## config.mk

```make
export PLATFORM = sky130hd
export DESIGN_NAME = bcd_cascade_ctrl
export DESIGN_NICKNAME = d
export VERILOG_FILES = /design/src/rtl/bcd_cascade_ctrl.sv
export SDC_FILE = /design/constraint.sdc
export NUM_CORES = 1
export LEC_CHECK = 0
export CORE_MARGIN = 1
export CORE_UTILIZATION = 43
export DETAILED_ROUTE_END_ITERATION = 12
export DONT_BUFFER_PORTS = 1
export PLACE_DENSITY = 0.7
export SLEW_MARGIN = 20
export SYNTH_ARGS = -nofsm -noshare
export SYNTH_HDL_FRONTEND = slang
export SYNTH_SLANG_ARGS = --single-unit
```

## constraint.sdc

```tcl
create_clock -name clk -period 1.5 [get_ports clk]
set_input_delay 0.15 -clock clk [delete_from_list [all_inputs] [get_ports clk]]
set_output_delay 0.15 -clock clk [all_outputs]
set_load 0.005 [all_outputs]
```

## src/rtl/bcd_cascade_ctrl.sv

```systemverilog
// Sequencer for a cascade of BCD counter digits: prescaled count tick, carry-gated
// per-digit enables, preset load strobe, direction latch and terminal-count detection.
module bcd_cascade_ctrl #(
  parameter int DIGITS   = 4,
  parameter int PRESCALE = 10,
  parameter int WRAP     = 0
) (
  input  logic              clk,
  input  logic              clr,
  input  logic              start,
  input  logic              stop,
  input  logic              load_req,
  input  logic              dir_up,
  input  logic [DIGITS-1:0] digit_co,
  output logic [DIGITS-1:0] digit_en,
  output logic              digit_load,
  output logic              digit_up,
  output logic              busy,
  output logic              done,
  output logic [2:0]        state
);

  localparam int CW = (PRESCALE > 1) ? $clog2(PRESCALE) : 1;
  localparam logic [CW-1:0] CNT_MAX = CW'(PRESCALE - 1);
  localparam bit WRAP_EN = (WRAP != 0);

  typedef enum logic [2:0] {
    S_IDLE  = 3'd0,
    S_LOAD  = 3'd1,
    S_RUN   = 3'd2,
    S_PAUSE = 3'd3,
    S_DONE  = 3'd4
  } state_t;

  state_t          state_q, state_d;
  logic [CW-1:0]   cnt_q, cnt_d;
  logic            dir_q, dir_d;
  logic            done_q, done_d;
  logic            tick, term, wrap;
  logic            carry;

  // A stop arriving on the tick cycle suppresses the tick entirely.
  assign tick = (state_q == S_RUN) && (cnt_q == CNT_MAX) && !stop;
  assign term = tick && (&digit_co);
  assign wrap = term && dir_q && WRAP_EN;

  always_ff @(posedge clk or negedge clr) begin
    if (!clr) begin
      state_q <= S_IDLE;
      cnt_q   <= '0;
      dir_q   <= 1'b0;
      done_q  <= 1'b0;
    end else begin
      state_q <= state_d;
      cnt_q   <= cnt_d;
      dir_q   <= dir_d;
      done_q  <= done_d;
    end
  end

  always_comb begin
    state_d = state_q;
    cnt_d   = cnt_q;
    dir_d   = dir_q;
    case (state_q)
      S_IDLE: begin
        if (load_req) begin
          state_d = S_LOAD;
        end else if (start) begin
          state_d = S_RUN;
          dir_d   = dir_up;
        end
      end
      S_LOAD: begin
        state_d = S_IDLE;
        cnt_d   = '0;
      end
      S_RUN: begin
        // The prescaler freezes on the stop cycle so a resume continues where it left off.
        if (!stop) cnt_d = (cnt_q == CNT_MAX) ? '0 : cnt_q + 1'b1;
        if (stop) begin
          state_d = S_PAUSE;
        end else if (term && !wrap) begin
          state_d = S_DONE;
        end
      end
      S_PAUSE: begin
        if (load_req) begin
          state_d = S_LOAD;
        end else if (start && !stop) begin
          state_d = S_RUN;
          dir_d   = dir_up;
        end
      end
      S_DONE: begin
        if (load_req) state_d = S_LOAD;
      end
      default: state_d = S_IDLE;
    endcase
    done_d = (state_d == S_DONE) && (state_q != S_DONE);
  end

  always_comb begin
    carry = 1'b1;
    for (int i = 0; i < DIGITS; i++) begin
      digit_en[i] = tick && carry;
      carry       = carry && digit_co[i];
    end
    if (state_q == S_LOAD) begin
      digit_en = '1;
    end else if (term && !wrap) begin
      digit_en = '0;
    end
    digit_load = (state_q == S_LOAD);
    busy       = (state_q == S_RUN);
    digit_up   = dir_q;
    done       = done_q;
    state      = state_q;
  end

endmodule

```

=== Word level (Yosys, flattened, before mapping) ===
Index checks and enable logic that the tools add are counted.
W data, S select, Z words.

* Bits in registers: 9
* Bits in latches: 0
* RAM bits: 0
* Bits in read-only memories: 0
* Input port bits: 10
* Output and inout bits: 11
* Logic and storage cells: 52
* Memories: 0

* Add/subtract/negate cells: 1
* Multiply operators: 0
* Div/mod/pow operators: 0
* Magnitude comparators: 0
* Equal/unequal tests: 12
* Shift-type cells: 0
* Multiplexer cells: 18
* Bitwise gates (word level): 0
* Reductions and logical operators: 17

{| class="wikitable"
|+ Operator list
! cell !! number
|-
| $mux W3 || 7
|-
| $mux W4 || 4
|-
| $pmux W3 S4 || 1
|-
| $logic_and A1 B1 Y1 || 10
|-
| $ne A2 B2 Y1 const B || 5
|-
| $pmux W4 S2 || 1
|-
| $eq A3 B2 Y1 const B || 2
|-
| $eq A3 B3 Y1 const B || 2
|-
| $reduce_and A5 Y1 || 1
|-
| $add A4 B1 Y4 const B || 1
|-
| $eq A4 B4 Y1 const B || 1
|-
| $mux W1 || 4
|-
| $reduce_and A4 Y1 || 1
|-
| $reduce_bool A2 Y1 || 2
|-
| $eq A3 B1 Y1 const B || 1
|-
| $logic_not A3 Y1 || 1
|-
| $ne A3 B3 Y1 const B || 1
|-
| $pmux W1 S2 || 1
|-
| $reduce_and A2 Y1 || 1
|-
| $logic_not A1 Y1 || 1
|}

=== Logic depth before layout (Yosys ltp) ===
Gate-level depths: netlist (run 1).

* Depth after elaboration: 9
* Gate-level depth with buffers: 5
* Gate-level depth less buffers: 5

=== Least setup slack after synthesis (run 1) ===
OpenSTA, ideal clock, no wires.

* Kind: flip-flop to output port
* Start: register state_q[2], in the netlist state[2]
* End: output digit_en[3]
* Data arrival time: 1207 ps
* Required time: 1350 ps
* Path slack: 143 ps
* Cell stages (with the launch flop): 4
* Path buffers: 0
* Path through: dfrtp_1 > nor4b_4 > nand2b_1 > o31ai_2

* Word-level cells in the longest chain between the ends: 6
* Elaborated cells between the ends (all ways): 8
* Those cells by class: eq/ne: 2; mux: 2; reduce/logical: 4

{| class="wikitable"
|+ RTL lines
! item !! RTL line !! source
|-
| start, declared || 35 || <nowiki>state_t state_q, state_d;</nowiki>
|-
| start signal, assigned || 54 || <nowiki>state_q <= state_d;</nowiki>
|-
| $eq A3 B2 Y1 || 43 || <nowiki>assign tick = (state_q == S_RUN) && (cnt_q == CNT_MAX) && !stop;</nowiki>
|-
| $logic_and A1 B1 Y1 (2 in series) || 43 ||
|-
| $logic_and A1 B1 Y1 (on tied branches) || 106, 44 ||
|-
| $mux W4 || 111 || <nowiki>end else if (term && !wrap) begin</nowiki>
|-
| $mux W4 (*) || 109 || <nowiki>if (state_q == S_LOAD) begin</nowiki>
|-
| end, declared || 15 || <nowiki>output logic [DIGITS-1:0] digit_en,</nowiki>
|}

Every way passes the cells marked *; elsewhere a longest branch is shown, timed or not.

=== Worst setup path after layout (run 1) ===
* Start: register state_q[0], in the netlist state[0]
* End: output digit_en[3]

The elaborated chain is that of the path after synthesis.

==> out/summary.txt, run 1 <==
===========================================================================================
Final Power                                                                         1200 µW
Simple-gate share of the synthesized area                                             30.9%
Synth Net Count                                                                          73
Die height                                                                          38.9 µm
Htree depth                                                                               1
Share of post-route cells with drive strength above 1                                 37.2%
Average wire per cell in the routed design                                          15.1 µm
Adder-Cell Fraction of Synth Area                                                     4.26%
Mean instance size in the synthesized netlist                                      9.62 µm²
Rel. slew slack                                                                       72.0%
Post-place setup slack                                                            0.0451 ns
Post-DP HPWL                                                                         877 µm
Std-Cell Rows                                                                            12
Actual transition at the worst max-transition pin                                  0.418 ns
Syn Inst Count                                                                           61
Flop-to-flop setup slack                                                            0.08 ns
Max Buffers Root-to-Sink                                                                  2
Tightest Hold Check Type                                                             in2reg
Internal Dissipation                                                                 734 µW
Initial antenna violation count                                                           0
Flop pwr share                                                                        34.8%
Sequential cell area in the final layout                                            230 µm²
Count of final setup violators                                                            3
Share of total power consumed by net switching                                        38.8%
Arrival time of data at the critical path endpoint                                  1.40 ns
Worst min-delay path startpoint                                                      dir_up
Final period demand of the worst path                                               1.55 ns
Number of port buffers                                                                    0
Proportion of synthesized area in mux cells                                           3.62%
Switching power                                                                      466 µW
First-pass iteration count of the detailed router                                         4
Worst-skew pair later-pin latency                                                   0.26 ns
Leakage dissipation                                                             0.000339 µW
Num ports                                                                                21
Vias in the first global route                                                          483
R2R Path Start                                                                 state[1]$_DFF_PN0_
Max Clk Rate                                                                        646 MHz
Number of nets in the final layout                                                       91
Remaining antenna violation count after routing                                           0
Clock-pin slew on the worst setup and hold paths                                    0.06 ns
Worst voltage drop across the vdd grid                                             0.732 mV
Number of sinks handled by clock tree synthesis                                           9
Violated checks                                                                setup timing
Prevailing post-synth register cell                                                 dfrtp_1
Remaining global-route overflow                                                           0
Data required time of the worst path                                                1.35 ns
Multi-input gate area in the final layout                                           392 µm²
Layout Cells excl Fill                                                                   92
Total via count after detailed routing                                                  537
Number of design rule violations left after detail routing                                0
Area of the placeable core                                                         1190 µm²
Tcrit/Tclk final                                                                       103%
Die area                                                                           1520 µm²
Origin of the worst setup path                                                 state[0]$_DFF_PN0_
Netlist Area Pre-Place                                                              587 µm²
Total Routing Usage GR                                                                19.5%
Destination of the worst register-to-register timing path                      cnt_q[1]$_DFFE_PN0P_
Nature of the critical path startpoint                                             register
Number of enable-type register cells in the synthesized netlist                           0
Share of power burned in combinational logic                                          50.0%
Number of buffers added by the clock tree synthesis step                                  3
Part of the total power dissipated in the clock network                               15.2%
Share of async-settable or async-resettable flops after synthesis                      100%
Number of design-rule violations left by the first detailed-router iteration              9
Worst clock skew                                                                 0.00139 ns
Fillers                                                                                  93
Drt total wl                                                                        1390 µm
Total of warnings raised by yosys                                                         0
Number of unique standard cell types used by synthesis                                   26
Run status                                                                     complete, but fails checks
Fraction of synthesized cell area in xor and xnor cells                                  0%
Depth of the most critical reg-to-reg path                                                4
Clock root cell                                                                    clkbuf_4
Pin count of the biggest net entering global routing                                     10
Path type of the worst setup path                                                   reg2out
Area growth syn-to-layout                                                             34.8%
Compound-cell area share of the yosys netlist                                         19.0%
Die Wd                                                                              38.9 µm
Total count of max-transition violations in the final report                              0
Setup repair after global routing missed its margin                                    true
Dominant combinational cell family by area after synthesis                     simple AND/OR/NAND/NOR gates
Post-Route Hold Slack                                                             0.0269 ns
Power per cell area                                                             1520 nW/µm²
TritonCTS clock tree                                                                   done
Sequential fraction of the synthesis area                                             38.4%
Detailed-route vias per instance                                                       5.84
Setup crit end kind                                                            primary output
CP max FO                                                                                 7
Placed cells                                                                             77
CP Capture Point                                                                digit_en[3]
Initial core utilization                                                              49.5%
Max-cap violations                                                                        0
Routability-driven placement congestion ratio                                         0.759
Flops & latches, synth                                                                    9
Final hold viol count                                                                     0
Final worst-path setup slack                                                     -0.0475 ns
Antenna Diode Count                                                                       0
Global-route wire length before repair                                              1970 µm
===========================================================================================
## cells by family after synthesis
| logic type | Yosys count |
|---|---|
| and+or+nand+nor | 26 |
| AOI/OAI and AO/OA | 16 |
| DFF | 9 |
| buffers and inverters | 6 |
| muxes | 2 |
| adders and majority gates | 2 |
## metal layers
metal  track usage [%]  wire [µm]  vias up  share of wire (%)
li1                  -          -      254                  -
met1              24.3        586      257                 42
met2              31.3        698       26                 50
met3              9.25        105        0                7.6
met4              2.59          0        0                  0
met5                 0          0        -                  0
## Yosys cell counts, drive strengths merged, types with 2 or more instances
cell type / instances / area share, %
a31oi: 2 / 2.1
nor2b: 2 / 2.1
ha: 2 / 4.3
dfrtp: 9 / 38
nor2: 3 / 1.9
o31ai: 3 / 4.7
nand2: 2 / 1.3
nand4: 2 / 2.1
o211ai: 2 / 2.6
nand2b: 3 / 3.2
nand3: 4 / 3.4
o21ai: 6 / 5.1
inv: 6 / 3.8
a21oi: 3 / 4.5
nand3b: 4 / 5.1
## registers in the layout, indices dropped and copies added, names as in the netlist
register	flops
cnt_q	4
digit_up	1
done	1
state	3
## cell usage in the layout (no fill, tap or decap), drive strengths merged, types with 3 or more instances in the layout
cell	instances
a21oi	3
buf	11
clkbuf	4
dfrtp	9
inv	6
nand2b	3
nand3	4
nand3b	4
nor2	3
o21ai	6
o31ai	3
## layout make-up
class,count,area share [%]
multi-input combinational,46,49.5
sequential,9,29.1
timing repair buffer,13,13.0
clock buffer,4,3.32
inverter,6,2.85
tap,14,2.22
## power groups by stage
stage / Sequential [µW] / Combinational [µW] / Clock [µW]
6_report: 418 / 599 / 183
5_1_grt: 432 / 663 / 210
4_1_cts: 399 / 515 / 186
3_5_place_dp: 412 / 403 / 0
3_3_place_gp: 406 / 392 / 0
2_1_floorplan: 386 / 340 / 0
## worst min path at each step
stage,slack (ns),end,depth (start not counted)
2_1_floorplan,-0.15,cnt_q[0]$_DFFE_PN0P_,0
3_3_place_gp,-0.15,digit_up$_DFFE_PN0P_,0
3_5_place_dp,-0.15,digit_up$_DFFE_PN0P_,0
4_1_cts,0.03,digit_up$_DFFE_PN0P_,1
5_1_grt,0.004,digit_up$_DFFE_PN0P_,1
6_report,0.03,digit_up$_DFFE_PN0P_,1
## what timing repair did
action	in CTS	in global routing
buffers inserted	8	1
setup endpoints to repair	5	6
pin swaps	3	3
hold endpoints to repair	10	0
cloned	0	0
resized for setup	7	10
hold buffers	2	0
## critical path: stages (launching register included)
cell and delay, ns:
dfrtp_2 0.48, nor4b_4 0.25, buf_4 0.17, nand2b_4 0.07
o31ai_4 0.18
## stage by stage
stage / setup TNS [ns] / cell area, µm² / util (%)
global route: -0.424 / 791 / 66.7
global placement: 0 / 619 / 52.2
floorplan: 0 / 587 / -
CTS: -0.0731 / 748 / 63.1
detailed placement: 0 / 619 / 52.2
finish: -0.0877 / 791 / 66.7
Note: power is estimated with default switching activity, not from simulation.
==> run 2, diff against run 1 <==
--- a/config.mk
+++ b/config.mk
@@ -5,11 +5,11 @@
 export SDC_FILE = /design/constraint.sdc
 export NUM_CORES = 1
 export LEC_CHECK = 0
-export CORE_MARGIN = 1
-export CORE_UTILIZATION = 43
+export CORE_AREA = 2 2 39 41
 export DETAILED_ROUTE_END_ITERATION = 12
+export DIE_AREA = 0 0 41 43
 export DONT_BUFFER_PORTS = 1
-export PLACE_DENSITY = 0.7
+export PLACE_DENSITY = 0.64
 export SLEW_MARGIN = 20
 export SYNTH_ARGS = -nofsm -noshare
 export SYNTH_HDL_FRONTEND = slang
==> out/summary.txt, run 2 (synthesis results as in run 1) <==
===========================================================================================
Run status                                                                     complete, but fails checks
Violated checks                                                                setup timing
Part of the total power dissipated in the clock network                               15.8%
Arrival time of data at the critical path endpoint                                  1.43 ns
Drt total wl                                                                        1390 µm
CP max FO                                                                                 3
Global-route wire length before repair                                              2000 µm
Die height                                                                            43 µm
Max Buffers Root-to-Sink                                                                  2
Final hold viol count                                                                     0
Die Wd                                                                                41 µm
Top library cells by usage in the layout, fill and taps aside                  buf_4 (10), inv_1 (5), dfrtp_1 (5)
Rel. slew slack                                                                       69.3%
Internal Dissipation                                                                 793 µW
Final period demand of the worst path                                               1.58 ns
Path type of the worst setup path                                                   reg2out
Total count of max-transition violations in the final report                              0
Power per cell area                                                             1600 nW/µm²
Flop pwr share                                                                        30.5%
Clock-pin slew on the worst setup and hold paths                                    0.08 ns
Actual transition at the worst max-transition pin                                  0.459 ns
Max Clk Rate                                                                        635 MHz
Leakage dissipation                                                             0.000353 µW
Post-place setup slack                                                            0.0531 ns
Antenna Diode Count                                                                       0
Remaining global-route overflow                                                           0
Clock root cell                                                                    clkbuf_4
Depth of the most critical reg-to-reg path                                                4
Data required time of the worst path                                                1.35 ns
Origin of the worst setup path                                                 cnt_q[1]$_DFFE_PN0P_
Flip-flop count of the largest register, all copies and words added                       4
Die area                                                                           1760 µm²
R2R Path Start                                                                 state[0]$_DFF_PN0_
Final worst-path setup slack                                                     -0.0759 ns
Destination of the worst register-to-register timing path                      cnt_q[1]$_DFFE_PN0P_
Multi-input gate area in the final layout                                           385 µm²
Number of port buffers                                                                    0
Post-Route Hold Slack                                                             0.0116 ns
Number of sinks handled by clock tree synthesis                                           9
Area of the placeable core                                                         1380 µm²
Setup crit end kind                                                            primary output
Pin count of the biggest net entering global routing                                     10
Max-cap violations                                                                        0
Share of power burned in combinational logic                                          53.8%
Total Routing Usage GR                                                                16.7%
First-pass iteration count of the detailed router                                         4
Htree depth                                                                               1
Number of nets in the final layout                                                       92
Count of final setup violators                                                            4
Share of post-route cells with drive strength above 1                                 40.5%
Summed negative setup slack over all endpoints                                    -0.200 ns
Worst clock skew                                                                 0.00578 ns
Nature of the critical path startpoint                                             register
Final Power                                                                         1290 µW
Flop-to-flop setup slack                                                            0.06 ns
Routability-driven placement congestion ratio                                         0.787
CP Capture Point                                                                digit_en[2]
Share of total power consumed by net switching                                        38.3%
Switching power                                                                      492 µW
Vias in the first global route                                                          489
Num ports                                                                                21
Average wire per cell in the routed design                                          14.6 µm
Number of buffers added by the clock tree synthesis step                                  3
Remaining antenna violation count after routing                                           0
Tightest Hold Check Type                                                             in2reg
Number of design-rule violations left by the first detailed-router iteration             12
Initial core utilization                                                              42.4%
Detailed-route vias per instance                                                       5.58
Fillers                                                                                 130
Worst voltage drop across the vdd grid                                             0.756 mV
Setup repair after global routing missed its margin                                    true
Area growth syn-to-layout                                                             36.9%
Post-DP HPWL                                                                         932 µm
Register with the most flip-flops                                                     cnt_q
Number of design rule violations left after detail routing                                0
TritonCTS clock tree                                                                   done
Total via count after detailed routing                                                  530
Commonest non-fill, non-tap cell in the layout                                        buf_4
Std-Cell Rows                                                                            14
Sequential cell area in the final layout                                            230 µm²
Worst-skew pair later-pin latency                                                   0.27 ns
Number of cells traversed by the worst hold path                                          1
Tcrit/Tclk final                                                                       105%
Initial antenna violation count                                                           0
===========================================================================================
-- run 2: per-layer routing --
metal | GRT usage (%) | vias up | share of wire [%]
met2 | 25.6 | 24 | 48
met3 | 3.14 | 0 | 8.0
met1 | 23.6 | 251 | 44
met4 | 4.00 | 0 | 0
li1 | - | 255 | -
met5 | 0 | - | 0
-- run 2: worst min path at each step --
stage / slack [ns] / to / from
floorplan: -0.15 / cnt_q[0]$_DFFE_PN0P_ / clr
global placement: -0.15 / digit_up$_DFFE_PN0P_ / clr
detailed placement: -0.15 / digit_up$_DFFE_PN0P_ / clr
CTS: 0.01 / digit_up$_DFFE_PN0P_ / dir_up
global route: 0.01 / digit_up$_DFFE_PN0P_ / dir_up
finish: 0.01 / digit_up$_DFFE_PN0P_ / dir_up
-- run 2: repair_timing --
item / in CTS / in global routing
pin swaps: 3 / 3
hold buffers: 2 / 0
resized for setup: 7 / 10
setup buffers: 6 / 2
hold endpoints to repair: 10 / 0
endpoints found under the setup margin: 5 / 6
-- run 2: power by group through the flow --
stage	Combinational, µW	Sequential [µW]	Clock (µW)
2_1_floorplan	340	386	0
3_3_place_gp	451	396	0
3_5_place_dp	458	399	0
4_1_cts	587	380	206
5_1_grt	760	408	217
6_report	691	392	203
-- run 2: critical path, stage by stage (launching register included) --
cell      delay [ns]
dfrtp_1         0.39
inv_2           0.08
ha_4            0.11
nand3b_1        0.12
nand3b_1        0.26
o21ai_2         0.19
-- run 2: cell type report --
class                      count  area share (%)
inverter                       6            2.80
clock inverter                 1           0.623
sequential                     9            28.7
timing repair buffer          14            14.6
multi-input combinational     46            48.0
tap                           16            2.49
clock buffer                   3            2.80
-- run 2: per-stage QoR --
step	utilization (%)	cells	cell area, µm²
floorplan	-	61	587
global placement	46.0	81	637
detailed placement	46.0	81	637
CTS	54.2	93	751
global route	58.0	95	803
finish	58.0	95	803
==> run 3, diff against run 2 <==
--- a/config.mk
+++ b/config.mk
@@ -5,9 +5,9 @@
 export SDC_FILE = /design/constraint.sdc
 export NUM_CORES = 1
 export LEC_CHECK = 0
-export CORE_AREA = 2 2 39 41
+export CORE_AREA = 10 10 47 49
 export DETAILED_ROUTE_END_ITERATION = 12
-export DIE_AREA = 0 0 41 43
+export DIE_AREA = 0 0 57 59
 export DONT_BUFFER_PORTS = 1
 export PLACE_DENSITY = 0.64
 export SLEW_MARGIN = 20
==> out/summary.txt, run 3 (synthesis results as in run 1) <==
===========================================================================================
Run status                                                                     complete, but fails checks
Violated checks                                                                setup timing
Setup repair after global routing missed its margin                                    true
Total Routing Usage GR                                                                9.80%
Commonest non-fill, non-tap cell in the layout                                        buf_4
Tcrit/Tclk final                                                                       106%
Initial core utilization                                                              41.9%
Worst min-delay path startpoint                                                      dir_up
Total count of max-transition violations in the final report                              0
Share of power burned in combinational logic                                          55.1%
Average wire per cell in the routed design                                          16.7 µm
Die area                                                                           3360 µm²
Worst voltage drop across the vdd grid                                             0.712 mV
Final hold viol count                                                                     0
Std-Cell Rows                                                                            14
Path type of the worst setup path                                                   reg2out
Number of sinks handled by clock tree synthesis                                           9
Worst-skew pair later-pin latency                                                   0.27 ns
Summed negative setup slack over all endpoints                                    -0.284 ns
Final worst-path setup slack                                                     -0.0951 ns
TritonCTS clock tree                                                                   done
Total via count after detailed routing                                                  529
Num ports                                                                                21
Die Wd                                                                                57 µm
Pin count of the biggest net entering global routing                                     10
First-pass iteration count of the detailed router                                         4
Power per cell area                                                             1600 nW/µm²
Number of port buffers                                                                    0
Register with the most flip-flops                                                     cnt_q
Initial antenna violation count                                                           0
Origin of the worst setup path                                                 state[2]$_DFF_PN0_
Post-Route Hold Slack                                                             0.0151 ns
Clock root cell                                                                    clkbuf_4
Utilization of the core after routing                                                 56.9%
Drt total wl                                                                        1590 µm
Data required time of the worst path                                                1.35 ns
Max Buffers Root-to-Sink                                                                  2
Area of the placeable core                                                         1400 µm²
Switching power                                                                      490 µW
Number of design rule violations left after detail routing                                0
Number of buffers added by the clock tree synthesis step                                  3
Count of final setup violators                                                            4
Antenna Diode Count                                                                       0
Actual transition at the worst max-transition pin                                  0.433 ns
Fillers                                                                                 126
Number of design-rule violations left by the first detailed-router iteration              8
Leakage dissipation                                                             0.000349 µW
Flop pwr share                                                                        29.7%
Share of total power consumed by net switching                                        38.4%
Setup crit end kind                                                            primary output
Share of post-route cells with drive strength above 1                                 34.2%
Final Power                                                                         1280 µW
Internal Dissipation                                                                 786 µW
Final period demand of the worst path                                               1.60 ns
Tightest Hold Check Type                                                             in2reg
Clock-pin slew on the worst setup and hold paths                                    0.07 ns
Die height                                                                            59 µm
Nature of the critical path startpoint                                             register
Worst clock skew                                                                 0.00674 ns
Max Clk Rate                                                                        627 MHz
R2R Path Start                                                                 state[0]$_DFF_PN0_
Htree depth                                                                               1
Post-place setup slack                                                            0.0487 ns
Remaining global-route overflow                                                           0
Rel. slew slack                                                                       71.0%
Routability-driven placement congestion ratio                                         0.796
Post-DP HPWL                                                                        1190 µm
Max-cap violations                                                                        0
Number of nets in the final layout                                                       92
Part of the total power dissipated in the clock network                               15.2%
Global-route wire length before repair                                              2670 µm
Remaining antenna violation count after routing                                           0
Vias in the first global route                                                          575
Top library cells by usage in the layout, fill and taps aside                  buf_4 (10), dfrtp_1 (8), inv_1 (5)
Arrival time of data at the critical path endpoint                                  1.45 ns
Area growth syn-to-layout                                                             35.8%
CP max FO                                                                                 3
Flip-flop count of the largest register, all copies and words added                       4
Detailed-route vias per instance                                                       5.57
===========================================================================================
run 3: cell types whose count changed in the layout (fill, tap and decap cells not counted):
cell / delta
dfrtp_1: +3
dfrtp_2: -3
clkbuf_1: +1
clkinv_2: -1
nand2b_1: +1
nand2b_4: -1
nor3b_2: -1
nor3b_4: +1
run 3: stage by stage:
| step | instance area (µm²) | cells |
|---|---|---|
| CTS | 782 | 94 |
| global route | 797 | 95 |
| detailed placement | 659 | 84 |
| global placement | 659 | 84 |
| floorplan | 587 | 61 |
| finish | 797 | 95 |
run 3: power groups by stage:
| stage | sequential, µW | clock, µW | combinational, µW |
|---|---|---|---|
| 6_report | 379 | 194 | 703 |
| 5_1_grt | 390 | 213 | 777 |
| 4_1_cts | 375 | 199 | 673 |
| 3_5_place_dp | 393 | 0 | 518 |
| 3_3_place_gp | 388 | 0 | 508 |
| 2_1_floorplan | 386 | 0 | 340 |
run 3: final cells by class:
| type | count | area (µm²) | share of cell area [%] |
|---|---|---|---|
| repair buffers | 14 | 118 | 14.8 |
| well taps | 16 | 20.0 | 2.51 |
| inverters | 6 | 22.5 | 2.83 |
| clock buffers | 4 | 26.3 | 3.30 |
| multi-input cells | 46 | 384 | 48.2 |
| flip-flops and latches | 9 | 226 | 28.4 |
run 3: per-layer routing:
metal	part of all wire, %	GRT usage [%]	up-vias
met4	0.57	4.03	0
met5	0	0	-
met1	40	10.6	251
met2	49	15.7	19
met3	11	5.36	2
li1	-	-	257
run 3: repair_timing:
action                                  in CTS  in global routing
endpoints found under the hold margin       10                  0
hold buffers                                 2                  0
gates resized for setup                     10                  2
setup buffers                                4                  1
pin swaps                                    4                  4
endpoints found under the setup margin       6                  7
cloned                                       0                  0
run 3: path summary, 6_finish.rpt:
kind / endpoint / slack [ns] / cells after the start
min in group asynchronous: cnt_q[2]$_DFFE_PN0P_ / 0.25 / 1
worst max-delay path: digit_en[2] / -0.1 / 3
worst max register to register: digit_up$_DFFE_PN0P_ / 0.03 / 5
worst min-delay path: digit_up$_DFFE_PN0P_ / 0.02 / 1
worst min register to register: cnt_q[2]$_DFFE_PN0P_ / 0.53 / 1
max in group asynchronous: state[0]$_DFF_PN0_ / 0.91 / 1
run 3: critical path: stages, from the launching register on:
cell and delay (ns):
dfrtp_1 0.40, nor4b_4 0.40, nand3b_1 0.20, o21ai_2 0.18
